### src/rtl/score_tracker.sv
// N-player light-cycle scorekeeper. It detects head-pixel crashes, awards survivors,
// pulses a round restart and declares the match winner(s) at WIN_SCORE.
module score_tracker #(
    parameter int                 NUM_PLAYERS    = 2,
    parameter int                 COLOR_W        = 8,
    parameter logic [COLOR_W-1:0] ALIVE_COLOR    = COLOR_W'(1),
    parameter int                 WIN_SCORE      = 3,
    parameter int                 SCORE_W        = 2,
    parameter int                 HOLDOFF_CYCLES = 4
) (
    input  logic                           Clk,
    input  logic                           Reset_Score,
    input  logic [2:0]                     Game_State,
    input  logic [NUM_PLAYERS*COLOR_W-1:0] player_color,
    output logic [NUM_PLAYERS*SCORE_W-1:0] scores,
    output logic                           reset_round,
    output logic                           draw_round,
    output logic [NUM_PLAYERS-1:0]         Win,
    output logic                           match_over,
    output logic [7:0]                     round_count
);

    localparam int                 HOLD_W    = $clog2(HOLDOFF_CYCLES + 1);
    localparam logic [HOLD_W-1:0]  HOLD_INIT = HOLD_W'(HOLDOFF_CYCLES);
    localparam logic [SCORE_W-1:0] WIN_VAL   = SCORE_W'(WIN_SCORE);

    typedef enum logic [2:0] {
        IDLE       = 3'd0,
        PLAY       = 3'd1,
        ROUND_END  = 3'd2,
        WAIT_CLEAR = 3'd3,
        MATCH_OVER = 3'd4
    } state_t;

    state_t                 state;
    logic [HOLD_W-1:0]      hold_cnt;
    logic [NUM_PLAYERS-1:0] crash;
    logic [NUM_PLAYERS-1:0] win_vec;
    logic                   any_crash;
    logic                   all_crash;

    function automatic logic [SCORE_W-1:0] sat_inc_score(input logic [SCORE_W-1:0] s);
        return (s >= WIN_VAL) ? WIN_VAL : s + SCORE_W'(1);
    endfunction

    function automatic logic [7:0] sat_inc_count(input logic [7:0] c);
        return (c == 8'hFF) ? c : c + 8'd1;
    endfunction

    always_comb begin
        crash   = '0;
        win_vec = '0;
        for (int i = 0; i < NUM_PLAYERS; i++) begin
            crash[i]   = (player_color[i*COLOR_W +: COLOR_W] != ALIVE_COLOR);
            win_vec[i] = (scores[i*SCORE_W +: SCORE_W] == WIN_VAL);
        end
    end

    assign any_crash = |crash;
    assign all_crash = &crash;

    always_ff @(posedge Clk or posedge Reset_Score) begin
        if (Reset_Score) begin
            state       <= IDLE;
            scores      <= '0;
            Win         <= '0;
            match_over  <= 1'b0;
            reset_round <= 1'b0;
            draw_round  <= 1'b0;
            round_count <= 8'd0;
            hold_cnt    <= '0;
        end else begin
            reset_round <= 1'b0;
            draw_round  <= 1'b0;
            if (Game_State == 3'b000) begin
                state       <= IDLE;
                scores      <= '0;
                Win         <= '0;
                match_over  <= 1'b0;
                round_count <= 8'd0;
                hold_cnt    <= '0;
            end else begin
                case (state)
                    IDLE: begin
                        state <= PLAY;
                    end
                    PLAY: begin
                        if (any_crash) begin
                            // A total wipe-out is a draw: nobody survives to score.
                            if (!all_crash) begin
                                for (int i = 0; i < NUM_PLAYERS; i++) begin
                                    if (!crash[i]) begin
                                        scores[i*SCORE_W +: SCORE_W] <=
                                            sat_inc_score(scores[i*SCORE_W +: SCORE_W]);
                                    end
                                end
                            end
                            reset_round <= 1'b1;
                            draw_round  <= all_crash;
                            round_count <= sat_inc_count(round_count);
                            state       <= ROUND_END;
                        end
                    end
                    ROUND_END: begin
                        if (|win_vec) begin
                            Win        <= win_vec;
                            match_over <= 1'b1;
                            state      <= MATCH_OVER;
                        end else begin
                            hold_cnt <= HOLD_INIT;
                            state    <= WAIT_CLEAR;
                        end
                    end
                    WAIT_CLEAR: begin
                        // Stay until the trail colour is gone so one crash scores once.
                        if (hold_cnt != '0) begin
                            hold_cnt <= hold_cnt - HOLD_W'(1);
                        end else if (!any_crash) begin
                            state <= PLAY;
                        end
                    end
                    MATCH_OVER: begin
                        state <= MATCH_OVER;
                    end
                    default: begin
                        state <= IDLE;
                    end
                endcase
            end
        end
    end

endmodule
### config.mk
export PLATFORM = sky130hd
export DESIGN_NAME = score_tracker
export DESIGN_NICKNAME = d
export VERILOG_FILES = /design/src/rtl/score_tracker.sv
export SDC_FILE = /design/constraint.sdc
export NUM_CORES = 1
export LEC_CHECK = 0
export CORE_ASPECT_RATIO = 1.2
export CORE_MARGIN = 4
export CORE_UTILIZATION = 30
export CTS_CLUSTER_DIAMETER = 60
export CTS_CLUSTER_SIZE = 10
export DETAILED_ROUTE_END_ITERATION = 12
export PLACE_DENSITY = 0.58
export SLEW_MARGIN = 20
export SYNTH_ARGS = -nofsm -noshare
export SYNTH_HDL_FRONTEND = slang
export SYNTH_SLANG_ARGS = --single-unit
### constraint.sdc
create_clock -name Clk -period 2.1 [get_ports Clk]
set_clock_uncertainty 0.2 [all_clocks]
set_input_delay 0.42 -clock Clk [delete_from_list [all_inputs] [get_ports Clk]]
set_output_delay 0.42 -clock Clk [all_outputs]
set_load 0.1 [all_outputs]
==> flow_summary.toml, run 1 <==
[power]
p_total_uw = 1260
combPwrFrac_pct = 34.9
pwr_density_cell_nw_per_um2 = 610
ir_drop_mv = 0.543
p_clk_share_pct = 22.7
seqPwrFrac_pct = 42.3
netSwitchingFraction_pct = 35.5
internal_power_uw = 809
p_sw_uw = 446
p_leak_uw = 0.000854

[drt]
routed_wl_um = 3610
drc_errors = 0
vias_per_cell = 5.39
drt.antenna.violating_nets = 0
dr.pass1.iters = 4
drt_iter0_drc = 47
vias = 1293
routedWlPerCell_um = 15.1

[timing]
period_minus_slack_ns = 2.01
slew_headroom_pct = 64.8
min_period_over_period_pct = 95.8
final_max_slew_viol_count = 0
fmax_mhz = 497
tns_ns = 0
tightest_slew_ns = 0.524
fin_ws_ns = 0.0877
hold_viol_final = 0
finalSetupViolCount = 0
grt_setup_unrepaired = "false"

[place]
post-place-ws_ns = -0.185
dp_hpwl_um = 2670
place_area_um2 = 1980
gp_congestion = 0.783
io_buffers = 37

[grt]
grt-ovfl-total = 0
grt_pass1_wl_um = 5940
grt_pass1_vias = 1283
antenna_found_initial = 0
grt_usage_pct = 14.1
grt_max_degree = 24

[clocking]
clk_pin_slew_worst_paths_ns = 0.09
cts_num_sinks = 23
post_cts_buffers = 0
numCtsBuffers = 3
cts_tree = "yes"
clock_path_buffers = 2
clock_latency_ns = 0.27
cts-root-buf = "clkbuf_8"
htree_levels = 1

[logic_synthesis]
syn_avg_cell_area_um2 = 9.46
muxShareOfSynthArea_pct = 0.778
synthArstFlopShare_pct = 100
synth_fa_ha_area_share_pct = 2.92
synth_top_family_by_area = "simple AND/OR/NAND/NOR gates"
synth-compound-area-share_pct = 23.5
ys_ff_latch = 23
netlist_instances = 136
yosys.area_share.simple_pct = 24.4
yosysWarningCount = 0
syn_area_um2 = 1290
ys_seq_area_share_pct = 44.7
synth-edff-count = 0
syn_nets = 160
yosysUniqueCellTypes = 39
synthXorXnorAreaFrac_pct = 0
synth_ff_type = "dfrtp_1"

[finish]
layout_common_cells = "clkdlybuf4s50_1 (20), buf_12 (16), buf_4 (15), a21oi_1 (13), dfrtp_1 (12)"
drive_above_1_share_pct = 30.1
areaGrowthSynthToFinish_pct = 60.1
finalNetCount = 211
design_area_um2 = 2060
finish.utilization_pct = 51.0
final_common_cell = "clkdlybuf4s50_1"
antenna_cells = 0

[setup_path]
worstRegToRegCells = 5
crit_type = "input port to register"
endpoint = "round_count[4]"
start_kind = "input port"
r2r_slack_ns = 0.17
worst-path-max-fanout = 13
r2r_end = "round_count[4]"
critical_path_arrival_ns = 2.01
worstSetupStartpoint = "player_color[0]"
regToRegStartpoint = "round_count[0]"
worstPathRequired_ns = 2.10
crit_path_end_kind = "register"

[run_status]
status = "complete, no violations"

[die]
row_count = 25
dieArea_um2 = 5400
start_util_pct = 31.9
chipHeight_um = 79.7
die_w_um = 67.8
core_um2 = 4040
io_pins = 38

[min_path]
hold_class = "input port to async pin"

[run]
drv_cap = 0
## synth_stat cells, drive strengths merged, types with 3 or more instances
cell,instances,area [um^2]
nor2b,3,18.8
or4,4,30.0
or3,3,18.8
clkbuf,3,11.3
nand3,4,20.0
inv,5,18.8
nand2b,4,25.0
o21ai,7,38.8
nor2,10,37.5
a41oi,3,26.3
ha,3,37.5
and2,3,18.8
nand4,4,25.0
a31oi,5,31.3
a21oi,14,70.1
o31ai,4,30.0
dfrtp,23,576
nor4,3,18.8
nor3,3,15.0
nand2,7,26.3
## flip-flops by register name, indices dropped and copies added (netlist names)
register / cells
draw_round: 1
reset_round: 1
round_count: 8
Win: 2
state: 3
scores: 4
hold_cnt: 3
match_over: 1
## metrics by stage
stage	hold WS [ns]	cells
floorplan	0.221	136
global placement	0.289	236
detailed placement	0.300	236
CTS	0.297	240
global route	0.310	240
finish	0.290	240
## layer usage
metal / share of wire (%) / track usage (%)
met3: 4.8 / 2.82
met5: 0 / 0
met1: 41 / 16.3
met2: 53 / 24.7
met4: 1.2 / 5.57
## worst max-delay path: stages
cell             delay, ns
clkdlybuf4s50_1       0.39
nor4b_2               0.16
and4_1                0.19
buf_4                 0.17
or4_1                 0.53
a21oi_2               0.15
## power by group through the flow
stage / clock network [uW] / logic, uW / registers [uW]
after detailed placement: 0 / 437 / 539
after global placement: 0 / 425 / 538
after floorplan: 0 / 180 / 632
after CTS: 293 / 438 / 532
after global routing: 305 / 472 / 540
final: 285 / 439 / 532
## logic make-up after synthesis
family,Yosys count
adder cells (fa/ha/maj),3
AO/OA/AOI/OAI,45
AND/OR/NAND/NOR,54
flip-flops,23
buffers and inverters,10
multiplexers,1
## cell type report
type / instances / area (um^2)
clock inverter: 1 / 5.00
inverter: 5 / 18.8
clock buffer: 3 / 41.3
tap: 54 / 67.6
sequential: 23 / 589
multi-input combinational: 103 / 704
fill: 375 / 1980
timing repair buffer: 51 / 633
## timing repair
| action | CTS | global route |
|---|---|---|
| gates resized for setup | 0 | 6 |
| hold buffers | 0 | 0 |
| endpoints found under the setup margin | 0 | 3 |
## how the worst min path moves through the flow
| stage | startpoint | endpoint | depth (start not counted) |
|---|---|---|---|
| 6_report | Reset_Score | draw_round | 3 |
| 5_1_grt | Reset_Score | round_count[7] | 3 |
| 4_1_cts | Reset_Score | round_count[7] | 3 |
| 3_5_place_dp | hold_cnt[2] | hold_cnt[2] | 1 |
| 3_3_place_gp | hold_cnt[2] | hold_cnt[2] | 1 |
| 2_1_floorplan | Reset_Score | Win[0] | 1 |
No activity file was read; power rests on OpenSTA's default activity.
==> run 2, diff against run 1 <==
--- a/config.mk
+++ b/config.mk
@@ -11,6 +11,8 @@
 export CTS_CLUSTER_DIAMETER = 60
 export CTS_CLUSTER_SIZE = 10
 export DETAILED_ROUTE_END_ITERATION = 12
+export GPL_ROUTABILITY_DRIVEN = 0
+export HOLD_SLACK_MARGIN = 0.12
 export PLACE_DENSITY = 0.58
 export SLEW_MARGIN = 20
 export SYNTH_ARGS = -nofsm -noshare
==> results of run 2 <==
The final DEF is identical to that of run 1; final timing and power are the same.
==> run 3, diff against run 2 <==
--- a/config.mk
+++ b/config.mk
@@ -7,13 +7,13 @@
 export LEC_CHECK = 0
 export CORE_ASPECT_RATIO = 1.2
 export CORE_MARGIN = 4
-export CORE_UTILIZATION = 30
+export CORE_UTILIZATION = 46
 export CTS_CLUSTER_DIAMETER = 60
 export CTS_CLUSTER_SIZE = 10
 export DETAILED_ROUTE_END_ITERATION = 12
 export GPL_ROUTABILITY_DRIVEN = 0
 export HOLD_SLACK_MARGIN = 0.12
-export PLACE_DENSITY = 0.58
+export PLACE_DENSITY = 0.81
 export SLEW_MARGIN = 20
 export SYNTH_ARGS = -nofsm -noshare
 export SYNTH_HDL_FRONTEND = slang
==> run 3 against run 2 <==
Final cell count down 7.5%; hold slack worse by 0.076 ns; first-iteration DRC count decreased by 2.1%; critical endpoint is now round_count[7].
==> flow_summary.toml, run 3 (synthesized netlist as in run 1, its figures left out) <==
[die]
core_um2 = 2600
die_w_um = 56.3
dieArea_um2 = 3710
chipHeight_um = 65.9
start_util_pct = 49.4
io_pins = 38
row_count = 20

[timing]
hold_ws_ns = 0.214
finalSetupViolCount = 0
final_max_slew_viol_count = 0
period_minus_slack_ns = 2.04
hold_viol_final = 0
tightest_slew_ns = 0.483
tns_ns = 0
grt_setup_unrepaired = "false"
min_period_over_period_pct = 97.2
fmax_mhz = 490
slew_headroom_pct = 67.6

[finish]
antenna_cells = 0
fillers = 179
regMostFlops = "round_count"
largestRegisters = "round_count: 8 flops, scores: 4 flops"
finalNetCount = 214
multi_input_area_um2 = 676
layout_common_cells = "clkdlybuf4s50_1 (20), buf_4 (19), buf_12 (15), a21oi_1 (14), dfrtp_1 (12)"
final_common_cell = "clkdlybuf4s50_1"
largest_reg_flops = 8
drive_above_1_share_pct = 28.6
seqCellArea_um2 = 589
areaGrowthSynthToFinish_pct = 55.4

[clocking]
cts_tree = "yes"
clk_pin_slew_worst_paths_ns = 0.14
cts_num_sinks = 23
clock_latency_ns = 0.33
cts-root-buf = "clkbuf_4"
clock_path_buffers = 2
htree_levels = 1
numCtsBuffers = 3

[setup_path]
cp_slowest_cell = "or4_1"
r2r_slack_ns = 0.14
r2r_end = "round_count[4]"
start_kind = "input port"
worstSetupStartpoint = "player_color[6]"
endpoint = "round_count[7]"
critPathMaxStageDelay_ns = 0.52
critPathMostFrequentCell = "buf_4"
regToRegStartpoint = "round_count[0]"
worstRegToRegCells = 5
crit_chain = "clkdlybuf4s50_1 -> nor4_1 -> buf_4 -> and4_1 -> buf_4 -> or4_1 -> a21oi_1"
worst-path-max-fanout = 13
critical_path_arrival_ns = 2.09
worstPathRequired_ns = 2.15
crit_type = "input port to register"
crit_path_end_kind = "register"

[drt]
routed_wl_um = 3580
drc_errors = 0
vias = 1314
routedWlPerCell_um = 16.1
drt.antenna.violating_nets = 0
vias_per_cell = 5.92
dr.pass1.iters = 4
drt_iter0_drc = 46

[grt]
top_usage_layer = "met2"
use_met1_pct = 21.6
grt_use_met2_pct = 40.5
grt_use_met3_pct = 2.93
antenna_found_initial = 0
grt_pass1_wl_um = 6110
grt-ovfl-total = 0
grt_pass1_vias = 1345
grt_usage_pct = 20.4
grt_max_degree = 24

[power]
p_leak_uw = 0.000852
ir_drop_mv = 0.557
p_total_uw = 1190
pwr_density_cell_nw_per_um2 = 595

[place]
dp_hpwl_um = 2850
io_buffers = 37

[run_status]
status = "complete, no violations"

[min_path]
hold_class = "input port to async pin"

[run]
drv_cap = 0
==> run 3: cell count changes in the layout (fill, tap and decap cells not counted), moves of 2 or more <==
cell	before	now
clkbuf_4	0	3
nor4_2	2	0
clkbuf_8	3	0
buf_4	15	19
nor4_1	1	3
==> run 3: what timing repair did <==
action	in CTS	in global routing
hold buffers	0	0
resized for setup	0	1
endpoints found under the setup margin	0	2
buffers inserted	0	0
==> run 3: per-stage QoR <==
stage          setup slack [ns]  instance area [um^2]  cells  util (%)
2_1_floorplan            0.0444                  1300    136         -
3_3_place_gp             -0.225                  1960    218      75.4
3_5_place_dp             -0.283                  1960    218      75.4
4_1_cts                  0.0420                  1990    222      76.5
5_1_grt                 0.00325                  2000    222      76.8
6_report                 0.0595                  2000    222      76.8
==> run 3: critical path: cells and delay by family <==
| family | cells | cell delay (ns) |
|---|---|---|
| buf+inv | 3 | 0.77 |
| simple gates | 3 | 0.74 |
| compound gates | 1 | 0.16 |
==> run 3: worst min-delay path by stage <==
stage | to | cells after the start | from | slack (ns)
after CTS | hold_cnt[0] | 3 | Reset_Score | 0.23
after global placement | hold_cnt[2] | 1 | hold_cnt[2] | 0.30
after global routing | scores[1] | 3 | Reset_Score | 0.23
final | scores[1] | 3 | Reset_Score | 0.21
after floorplan | Win[0] | 1 | Reset_Score | 0.22
after detailed placement | hold_cnt[2] | 1 | hold_cnt[2] | 0.31
==> run 3: metal layers <==
layer / routed length [um] / vias up
li1: - / 633
met1: 1360 / 635
met2: 2040 / 38
met3: 130 / 8
met4: 53 / 0
met5: 0 / -
==> run 3: layout make-up <==
cell class                 count  area share (%)
inverter                       5           0.939
tap                           33            2.07
clock inverter                 1           0.376
clock buffer                   3            1.13
timing repair buffer          54            32.2
multi-input combinational    103            33.8
sequential                    23            29.5
==> run 3: report_power, final <==
| part | total, uW | switching [uW] | leakage (uW) | internal [uW] |
|---|---|---|---|---|
| combinational | 437 | 252 | 0.000550 | 185 |
| sequential | 532 | 41.7 | 0.000287 | 491 |
| clock | 221 | 148 | 0.0000139 | 72.9 |
| total | 1190 | 441 | 0.000852 | 748 |
